## src/rtl/ram_ctrl_pkg.sv

```systemverilog
// Shared types and helpers for the expansion-RAM bus cycle sequencer.
package ram_ctrl_pkg;

    localparam int WAIT_STATES_MAX = 15;

    typedef enum logic [2:0] {
        IDLE     = 3'd0,
        SETUP    = 3'd1,
        ACCESS   = 3'd2,
        ACK      = 3'd3,
        WAIT_END = 3'd4
    } ram_state_t;

    // Wait counter width; at least one bit so a zero-wait build still has a counter.
    function automatic int ram_ctr_width(input int wait_states);
        return (wait_states < 1) ? 1 : $clog2(wait_states + 1);
    endfunction

endpackage

```

## src/rtl/ram_cycle_ctrl.sv

```systemverilog
// Sequences 68000 bus cycles that hit expansion RAM into SRAM chip-enable,
// output-enable and byte write-enable strobes with a programmable wait.
module ram_cycle_ctrl
    import ram_ctrl_pkg::*;
#(
    parameter int WAIT_STATES = 1
) (
    input  logic cpu_clk,
    input  logic cpu_reset,
    input  logic cpu_nas,
    input  logic cpu_nuds,
    input  logic cpu_nlds,
    input  logic cpu_rnw,
    input  logic ramce,
    input  logic ramce2,
    input  logic ram_enable,
    output logic sram_nce1,
    output logic sram_nce2,
    output logic sram_noe,
    output logic sram_nwe_u,
    output logic sram_nwe_l,
    output logic ram_d_oe,
    output logic ram_busy,
    output logic ram_ack
);

    localparam int                CTR_W    = ram_ctr_width(WAIT_STATES);
    localparam logic [CTR_W-1:0]  CTR_LOAD = CTR_W'(WAIT_STATES);

    ram_state_t       state;
    logic             nas_z;
    logic             sel2;
    logic             rnw;
    logic [CTR_W-1:0] counter;
    logic             cycle_start;
    logic             active;
    logic             strobe_phase;

    assign cycle_start = nas_z & ~cpu_nas;

    // NOTE: sequential state uses non-blocking assignments so every register
    // sees the pre-edge values of the others, independent of statement order.
    always_ff @(posedge cpu_clk or posedge cpu_reset) begin
        if (cpu_reset) begin
            state   <= IDLE;
            nas_z   <= 1'b1;
            sel2    <= 1'b0;
            rnw     <= 1'b0;
            counter <= '0;
        end else begin
            nas_z <= cpu_nas;
            case (state)
                IDLE: begin
                    if (cycle_start && ram_enable && (ramce || ramce2)) begin
                        sel2    <= ramce2;
                        rnw     <= cpu_rnw;
                        counter <= CTR_LOAD;
                        state   <= SETUP;
                    end
                end
                SETUP: begin
                    state <= cpu_nas ? IDLE : ACCESS;
                end
                ACCESS: begin
                    if (cpu_nas) begin
                        state <= IDLE;
                    end else if (counter != '0) begin
                        counter <= counter - 1'b1;
                    end else begin
                        state <= ACK;
                    end
                end
                ACK: begin
                    state <= cpu_nas ? IDLE : WAIT_END;
                end
                WAIT_END: begin
                    if (cpu_nas) begin
                        state <= IDLE;
                    end
                end
                default: state <= IDLE;
            endcase
        end
    end

    // Write strobes follow the live CPU data strobes, so a late /UDS or /LDS
    // still lands inside the access; everything that drives a bus dies with /AS.
    // NOTE: every output is assigned unconditionally in this block, so no
    // path leaves one unassigned and no latch is inferred.
    always_comb begin
        active       = (state != IDLE);
        strobe_phase = (state == ACCESS) || (state == ACK) || (state == WAIT_END);
        sram_nce1    = ~(active & ~sel2);
        sram_nce2    = ~(active & sel2);
        sram_noe     = ~(active & rnw & ~cpu_nas);
        ram_d_oe     = active & rnw & ~cpu_nas;
        sram_nwe_u   = ~(strobe_phase & ~rnw & ~cpu_nuds & ~cpu_nas);
        sram_nwe_l   = ~(strobe_phase & ~rnw & ~cpu_nlds & ~cpu_nas);
        ram_busy     = active;
        ram_ack      = (state == ACK);
    end

endmodule

```

## config.mk

```make
export PLATFORM = sky130hd
export DESIGN_NAME = ram_cycle_ctrl
export DESIGN_NICKNAME = d
export VERILOG_FILES = /design/src/rtl/ram_ctrl_pkg.sv /design/src/rtl/ram_cycle_ctrl.sv
export SDC_FILE = /design/constraint.sdc
export NUM_CORES = 1
export LEC_CHECK = 0
export CELL_PAD_IN_SITES_DETAIL_PLACEMENT = 2
export CELL_PAD_IN_SITES_GLOBAL_PLACEMENT = 2
export CORE_MARGIN = 5
export CORE_UTILIZATION = 24
export CTS_BUF_LIST = sky130_fd_sc_hd__clkbuf_4 sky130_fd_sc_hd__clkbuf_8
export CTS_CLUSTER_SIZE = 25
export DETAILED_ROUTE_END_ITERATION = 7
export GPL_TIMING_DRIVEN = 0
export PLACE_DENSITY = 0.74
export RECOVER_POWER = 50
export SLEW_MARGIN = 10
export SYNTH_ARGS = -nofsm -noshare
export SYNTH_HDL_FRONTEND = slang
export SYNTH_SLANG_ARGS = --single-unit
```

## constraint.sdc

```tcl
create_clock -name cpu_clk -period 2.2 [get_ports cpu_clk]
set_input_delay 0.33 -clock cpu_clk [delete_from_list [all_inputs] [get_ports cpu_clk]]
set_output_delay 0.33 -clock cpu_clk [all_outputs]
set_load 0.005 [all_outputs]
```

== After elaboration in Yosys (flattened, before gate mapping) ==
Cells that the tools add are included.

* Reductions and logical operators: 11
* Bitwise logic cells: 20
* Muxes and demuxes: 11
* Add/subtract/negate cells: 1
* Equal/unequal tests: 8

{| class="wikitable"
|+ Operators with widths
! kind !! count
|-
| $mux 3 || 5
|-
| $pmux 3 s5 || 1
|-
| $and 1x1->1 || 10
|-
| $not 1->1 || 10
|-
| $eq 3x2->1 const B || 2
|-
| $ne 2x2->1 const B || 3
|-
| $reduce_and 3->1 || 2
|-
| $eq 3x1->1 const B || 1
|-
| $eq 3x3->1 const B || 1
|-
| $logic_not 3->1 || 1
|-
| $logic_or 1x1->1 || 3
|-
| $mux 1 || 3
|-
| $ne 3x3->1 const B || 1
|-
| $reduce_bool 3->1 || 1
|-
| $logic_and 1x1->1 || 2
|-
| $mux 2 || 1
|-
| $pmux 1 s2 || 1
|-
| $reduce_and 2->1 || 1
|-
| $reduce_bool 2->1 || 1
|-
| $sub 1x1->1 const B || 1
|}

* Word-level logic and storage cells: 56
* Bits in registers: 7
* Output and inout bits: 8

== Depth between registers and ports, before layout ==
Gate-level depths: netlist of the first run.

* Depth after elaboration: 7
* Depth in mapped cells: 4
* Depth with buffers taken out: 3

== Worst setup path before layout of the first run ==
No wires, ideal clock.

* Kind: flip-flop to flip-flop
* Start: reg state[1]
* End: reg rnw
* Arrival: 1.466 ns
* Buffers on the path: 1
* Period minus slack after synthesis: 1.591 ns
* Data required time: 2.075 ns
* Slack: 0.609 ns
* Cell stages (with the launch flop): 5
* Cells stage by stage: dfrtp_1 > buf_6 > or3_4 > or3_4 > mux2_4

* Word-level cells in the longest chain between the ends: 2

{| class="wikitable"
|+ RTL lines
! element !! line !! RTL
|-
| start, declared || ram_cycle_ctrl.sv:30 || <nowiki>ram_state_t state;</nowiki>
|-
| start signal, assigned || ram_cycle_ctrl.sv:62 || <nowiki>state <= cpu_nas ? IDLE : ACCESS;</nowiki>
|-
| start signal, assigned || ram_cycle_ctrl.sv:74 || <nowiki>state <= cpu_nas ? IDLE : WAIT_END;</nowiki>
|-
| $logic_not 3->1 || ram_cycle_ctrl.sv:52 || <nowiki>case (state)</nowiki>
|-
| $reduce_and 2->1 (no source line) || -- ||
|-
| end signal, assigned || ram_cycle_ctrl.sv:56 || <nowiki>rnw <= cpu_rnw;</nowiki>
|-
| end, declared || ram_cycle_ctrl.sv:33 || <nowiki>logic rnw;</nowiki>
|}

Every way passes these cells.
A chain may end at the register's enable or synchronous reset.

== Worst setup path after layout of the first run ==
* Start: reg state[1]
* End: out sram_nce1

* Word-level cells in the longest chain between the ends: 3

{| class="wikitable"
|+ RTL lines
! element !! line !! RTL
|-
| $reduce_bool 3->1 || ram_cycle_ctrl.sv:91 || <nowiki>active = (state != IDLE);</nowiki>
|-
| $and 1x1->1 || ram_cycle_ctrl.sv:93 || <nowiki>sram_nce1 = ~(active & ~sel2);</nowiki>
|-
| $not 1->1 || ram_cycle_ctrl.sv:93 ||
|-
| end, declared || ram_cycle_ctrl.sv:17 || <nowiki>output logic sram_nce1,</nowiki>
|}

Every way passes these cells.

==> summary.md, run 1 <==
| Metric | Value |
|---|---|
| Met2 wire length | 571 microns |
| Clock tree buffer depth | 2 |
| Setup violators final | 0 |
| H-tree levels | 1 |
| Largest net degree at the start of global routing | 8 |
| Worst EP required | approximately 1.9 ns |
| Setup TNS | 0 ns |
| First-pass GRT wire length | around 1800 microns |
| Synth Area per Inst | 11.08 sq um |
| Crit path kind | reg2out |
| Layout Area Growth over Synthesis | 55.48% |
| Reg2Reg Setup Slack | 0.57 ns |
| Vias per Instance | 4.586 |
| Worst clock skew | 0.008356 ns |
| P_sw | around 100 uW |
| Core Rows | 14 |
| Routability cong. | 0.7359 |
| Yosys reg bits | 7 |
| Core ar. | ~0.0015 sq mm |
| Starting DRC count in detailed routing | 0 |
| WL met1 | 419 microns |
| Synth unique cells | 21 |
| Most frequent cells in the layout | 14 x clkdlybuf4s50_1, 6 x dfrtp_1, 4 x clkbuf_4 |
| Buffers on Ports | 16 |
| Vias in the first global route | about 360 |
| Final net count | 64 |
| Initial antenna violation count | 0 |
| Met3 wire len | 60 microns |
| Crit path time final | about 2.1 ns |
| Die area | 0.002462 sq mm |
| Normalized max-slew margin | 0.8006 |
| CTS buffer count | 3 |
| Final hold vios | 0 |
| Worst-Skew Late Latency | 0.25 ns |
| Net Sw Frac | 0.2480 |
| Warnings from Yosys | 0 |
| Leakage Power | 0.2545 nW |
| Area leader, netlist | dfrtp_1 |
| Fmax | 0.4762 GHz |
| Post-synthesis sequential area ratio | 0.4684 |
| Clk slew on worst S/H paths | roughly 0.05 ns |
| Internal Power | 303.8 uW |
| Share of post-route cells with drive strength above 1 | 0.2593 |
| Worst reg2reg startpoint | state[1]$_DFFE_PP0P_ |
| Worst vdd ir | 300.1 uV |
| Worst setup endpoint | sram_nce1 |
| Antenna viol nets, final | 0 |
| Pwr/cell area | between 600 and 700 mW/mm^2 |
| Final Max Slew Viols | 0 |
| Worst EP arrival | 1.77 ns |
| Top routing layer in use | met3 |
| Max Cap Violations | 0 |
| Post-synthesis cell count | 34 |
| GRT Overall Usage | 0.09074 |
| Root Buffer Master | clkbuf_4 |
| DIE WIDTH | between 40 and 50 microns |
| Synth top area share | 0.3987 |
| Placed cell count | 66 |
| R2R Path End | rnw$_DFFE_PP0P_ |
| Routed wire length | 1051 microns |
| Via count | 321 |
| TritonRoute pass-1 iters | 1 |
| GR Overflow Total | 0 |
| Residual DRC count | 0 |
| Seq pwr share | 0.419 |
| Comb pwr share | 0.262 |
| Fin Hold WS | 0.2795 ns |
| Worst r2r path cells | 4 |
| Crit. End Element | primary output |
| Clock power frac | 0.319 |
| RSZ-0062 raised after global routing | false |
| Diode count | 0 |
| Synth top area cells | dfrtp_1 40%, mux2_4 8.0%, dfstp_2 7.0%, or3_4 6.0%, nor2b_1 3.3% |
| Avg WL per Cell | approximately 15 microns |
| Crit path from | state[1]$_DFFE_PP0P_ |
| Ports | 17 |
| Final period util | 0.9545 |
| Initial Util | 0.2529 |
| Total clock sinks | 7 |
| Worst-Margin Slew | 0.2968 ns |
| Synthesized area | 376.6 sq um |
| Most common cell after layout, fill and taps aside | clkdlybuf4s50_1 |
| Fin cells | 70 |
| Die Height | 49.62 microns |
| Crit path max fanout | 7 |
| Min-Delay Path Class | in2reg |
| Mapped Nets | 43 |
| Status | finished clean |
| Worst setup SP type | register |
| CTS tree | done |
| Cts hold-fix bufs | 0 |
| Dpl hpwl | 841.5 microns |
through the flow:
stage | power (mW) | utilization | setup slack [ns] | area, sq um
after floorplan | 0.2239 | - | 0.6094 | 376.6
after global placement | 0.2724 | 0.3740 | 0.05272 | 556.8
after detailed placement | 0.2801 | 0.3740 | 0.03720 | 556.8
after CTS | 0.4161 | 0.3975 | 0.04093 | 591.8
after global routing | 0.4289 | 0.3933 | 0.005194 | 585.6
final | 0.4040 | 0.3933 | 0.1000 | 585.6
worst max-delay path: stages (launching register included):
cell,delay [ns]
dfrtp_1,0.38
buf_6,0.14
or3_4,0.35
or2b_1,0.17
clkdlybuf4s50_1,0.50
cells in the mapped netlist:
master,instances
or2b_1,1
nand2_1,2
inv_1,2
or3_4,2
o211ai_1,1
buf_6,1
dfstp_2,1
xnor2_1,1
nor3b_1,1
dfrtp_1,6
and2_1,1
nor2b_1,2
mux2i_1,1
o21ba_2,1
a2bb2oi_1,1
mux2_4,2
nor2_1,2
o21ai_0,1
nand3b_1,1
or2_2,2
nor3_1,2
metal layers:
| layer | vias to the layer above | global-route usage |
|---|---|---|
| met5 | - | 0 |
| met4 | 0 | 0.02620 |
| met3 | 0 | 0.03614 |
| met2 | 8 | 0.1483 |
| met1 | 159 | 0.1083 |
| li1 | 154 | - |
power groups by stage:
stage          clock network (mW)  logic, mW  registers [mW]
6_report                    0.129      0.106           0.169
5_1_grt                     0.142      0.115           0.173
4_1_cts                     0.136      0.111           0.170
3_5_place_dp                    0      0.108           0.172
3_3_place_gp                    0      0.104           0.168
2_1_floorplan                   0     0.0589           0.165
timing repair:
action | CTS | global route
endpoints found under the setup margin | 2 | 2
buffers inserted | 0 | 0
gates resized for setup | 1 | 2
cells by family (layout without fill, tap and decap cells):
family,after synthesis,after routing,share of synthesized area
XOR/XNOR,1,1,0.02326
multiplexers,3,3,0.1063
flip-flops,7,7,0.4684
AND/OR/NAND/NOR,16,16,0.2691
AO/OA/AOI/OAI,4,4,0.08306
buffers and inverters,3,23,0.04984
cell type report:
class,count,area (sq um)
timing repair buffer,16,153.9
clock buffer,4,30.03
tap,16,20.02
buffer,1,11.26
sequential,7,176.4
inverter,2,7.507
fill,167,903.4
multi-input combinational,24,186.4
worst min path at each step:
stage | startpoint | to | cells after the start
2_1_floorplan | cpu_reset | counter$_DFFE_PP0P_ | 1
3_3_place_gp | sel2$_DFFE_PP0P_ | sel2$_DFFE_PP0P_ | 1
6_report | cpu_nas | nas_z$_DFF_PP1_ | 1
4_1_cts | cpu_reset | counter$_DFFE_PP0P_ | 2
3_5_place_dp | state[2]$_DFFE_PP0P_ | state[1]$_DFFE_PP0P_ | 1
5_1_grt | cpu_nas | nas_z$_DFF_PP1_ | 1
sequential cells by signal, summed over array words and instances (netlist names):
| signal | cells |
|---|---|
| rnw | 1 |
| state | 3 |
| nas_z | 1 |
| counter | 1 |
| sel2 | 1 |
Power figures use the tool's default switching activity.
==> run 2, diff against run 1 <==
--- a/config.mk
+++ b/config.mk
@@ -9,3 +9,3 @@
 export CELL_PAD_IN_SITES_GLOBAL_PLACEMENT = 2
-export CORE_MARGIN = 5
+export CORE_MARGIN = 2
 export CORE_UTILIZATION = 24
@@ -17,3 +17,2 @@
 export RECOVER_POWER = 50
-export SLEW_MARGIN = 10
 export SYNTH_ARGS = -nofsm -noshare
--- a/constraint.sdc
+++ b/constraint.sdc
@@ -3,2 +3,2 @@
 set_output_delay 0.33 -clock cpu_clk [all_outputs]
-set_load 0.005 [all_outputs]
+set_load 0.1 [all_outputs]
==> run 2 against run 1 <==
Net effect: clock power is 3% higher; non-clock buffer count stayed put; critical endpoint is now sram_noe; core utilization is 0.34 points lower; count of clock-buffer cells in the layout stayed put; critical path type unchanged.
==> summary.md, run 2 (synthesis results as in run 1) <==
| Metric | Value |
|---|---|
| Status | finished clean |
| Share of post-route cells with drive strength above 1 | 0.3704 (+0.1111) |
| Core ar. | 0.001489 sq mm (unchanged) |
| Ports | 17 (unchanged) |
| Worst setup SP type | register |
| Crit path kind | reg2out |
| Leakage Power | 0.2612 nW (+2.6%) |
| Initial Util | 0.2529 (unchanged) |
| Min-Delay Path Class | in2async |
| Cell area after layout | 580.6 sq um (-0.85%) |
| RSZ-0062 raised after global routing | false |
| Crit-path slowest cell | clkdlybuf4s18_2 |
| Routed wire length | 1053 microns (+0.19%) |
| Routability cong. | 0.7240 (-1.6%) |
| Vias in the first global route | 409 (+14%) |
| Die Height | 43.62 microns (-12%) |
| Reg2Reg Setup Slack | 0.56 ns (about the same) |
| Worst clock skew | 0.005066 ns (-0.003290 ns) |
| Starting DRC count in detailed routing | 4 (+4) |
| Via count | 328 (+2.2%) |
| Worst-Skew Late Latency | 0.26 ns (about the same) |
| H-tree levels | 1 (unchanged) |
| Setup TNS | 0 ns (unchanged) |
| Cell Chain, Critical Path | or3_4, nand3b_1, clkdlybuf4s18_2 |
| Setup violators final | 0 (unchanged) |
| Buf/Inv on CP | 1 (-1) |
| Worst reg2reg startpoint | state[2]$_DFFE_PP0P_ |
| Largest net degree at the start of global routing | 8 (unchanged) |
| First-pass GRT wire length | 1849 microns (+5.5%) |
| WL met1 | 375 microns (-11%) |
| Antenna viol nets, final | 0 (unchanged) |
| Core Rows | 14 (unchanged) |
| Vias per Instance | 4.686 (+2.2%) |
| Crit path max-delay family | simple AND/OR/NAND/NOR gates |
| Dpl hpwl | 849.4 microns (+0.94%) |
| Top routing layer in use | met4 |
| Max FFs per register | 3 (unchanged) |
| Diode count | 0 (unchanged) |
| Worst r2r path cells | 3 (-1) |
| Residual DRC count | 0 (unchanged) |
| CTS tree | done |
| Placement Setup Slack | -0.5445 ns (-0.5816 ns) |
| Clk slew on worst S/H paths | 0.06 ns (about the same) |
| CTS buffer count | 3 (unchanged) |
| Reg with most FFs | state |
| Most frequent cells in the layout | 7 x clkdlybuf4s50_1, 6 x dfrtp_1, 5 x clkbuf_4 |
| Post-route worst setup slack | 0.07784 ns (-0.02219 ns) |
| Final Max Slew Viols | 0 (unchanged) |
| Layout Area Growth over Synthesis | 54.15% |
| Clock tree buffer depth | 2 (unchanged) |
| Worst vdd ir | 343.2 uV (+14%) |
| Final period util | 0.9646 (+0.01009) |
| Total clock sinks | 7 (unchanged) |
| Pwr/cell area | 844.1 mW/mm^2 (+22%) |
| Fin Hold WS | 0.4446 ns (+0.1651 ns) |
| Final core utilization | 0.3899 (-0.003361) |
| Worst EP required | 1.87 ns (about the same) |
| Met2 wire length | 594 microns (+4.0%) |
| Placed cell area | 556.8 sq um (unchanged) |
| Max Cap Violations | 0 (unchanged) |
| GR Overflow Total | 0 (unchanged) |
| DIE WIDTH | 43.62 microns (-12%) |
| Met3 wire len | 67 microns (+12%) |
| Buffers on Ports | 16 (unchanged) |
| Root Buffer Master | clkbuf_4 |
| R2R Path End | rnw$_DFFE_PP0P_ |
| Worst EP arrival | 1.79 ns (+0.02 ns) |
| Most common cell after layout, fill and taps aside | clkdlybuf4s50_1 |
| Final net count | 64 (unchanged) |
| Final hold vios | 0 (unchanged) |
| GRT Overall Usage | 0.1372 (+0.04648) |
| Postcts setup bufs | 0 (unchanged) |
| Avg WL per Cell | 15.04 microns (+0.19%) |
| Normalized max-slew margin | 0.3670 (-0.4336) |
| Crit path max fanout | 6 (-1) |
| Die area | 0.001902 sq mm (-23%) |
| Fmax | 0.4712 GHz (-1.0%) |
| TritonRoute pass-1 iters | 2 (+1) |
| Crit path time final | 2.122 ns (+0.02219 ns) |
| Initial antenna violation count | 0 (unchanged) |
| Crit. End Element | primary output |
| Worst-Margin Slew | 0.9533 ns (+0.6564 ns) |
| Worst path max stage delay | 0.55 ns (+0.05 ns) |
-- run 2: power by group --
| group | switching, mW | total (mW) | internal (mW) |
|---|---|---|---|
| clock network | 0.0511 | 0.133 | 0.0818 |
| logic | 0.124 | 0.188 | 0.0643 |
| registers | 0.0171 | 0.169 | 0.152 |
| total | 0.192 | 0.490 | 0.298 |
-- run 2: final cells by class --
cell class / count / area (sq um)
sequential: 7 / 176.4
clock buffer: 4 / 30.03
tap: 16 / 20.02
buffer: 1 / 11.26
timing repair buffer: 16 / 148.9
fill: 155 / 908.4
inverter: 2 / 7.507
multi-input combinational: 24 / 186.4
-- run 2: worst max-delay path by stage --
stage                                     from          to  slack (ns)  cells past startpoint
final                     state[2]$_DFFE_PP0P_    sram_noe        0.08                      3
after global routing      state[2]$_DFFE_PP0P_    sram_noe       0.004                      3
after CTS                 state[2]$_DFFE_PP0P_  sram_nwe_l       -0.27                      4
after detailed placement               cpu_nas  sram_nwe_l       -0.54                      5
after global placement                 cpu_nas  sram_nwe_l       -0.47                      5
after floorplan           state[1]$_DFFE_PP0P_    ram_d_oe       -0.71                      4
-- run 2: routing by layer --
metal | track usage | up-vias
met4 | 0.05455 | 0
met1 | 0.1477 | 160
met3 | 0.05000 | 3
met5 | 0 | -
met2 | 0.2412 | 10
li1 | - | 155
-- run 2: through the flow --
step,total power [mW],std cells
final,0.4901,70
after global routing,0.5171,70
after CTS,0.5010,70
after detailed placement,0.3680,66
after global placement,0.3606,66
after floorplan,0.3119,34
-- run 2: what timing repair did --
action / in CTS / in global routing
hold buffers: 0 / 0
cloned: 0 / 0
gates resized for setup: 20 / 9
setup endpoints to repair: 8 / 5
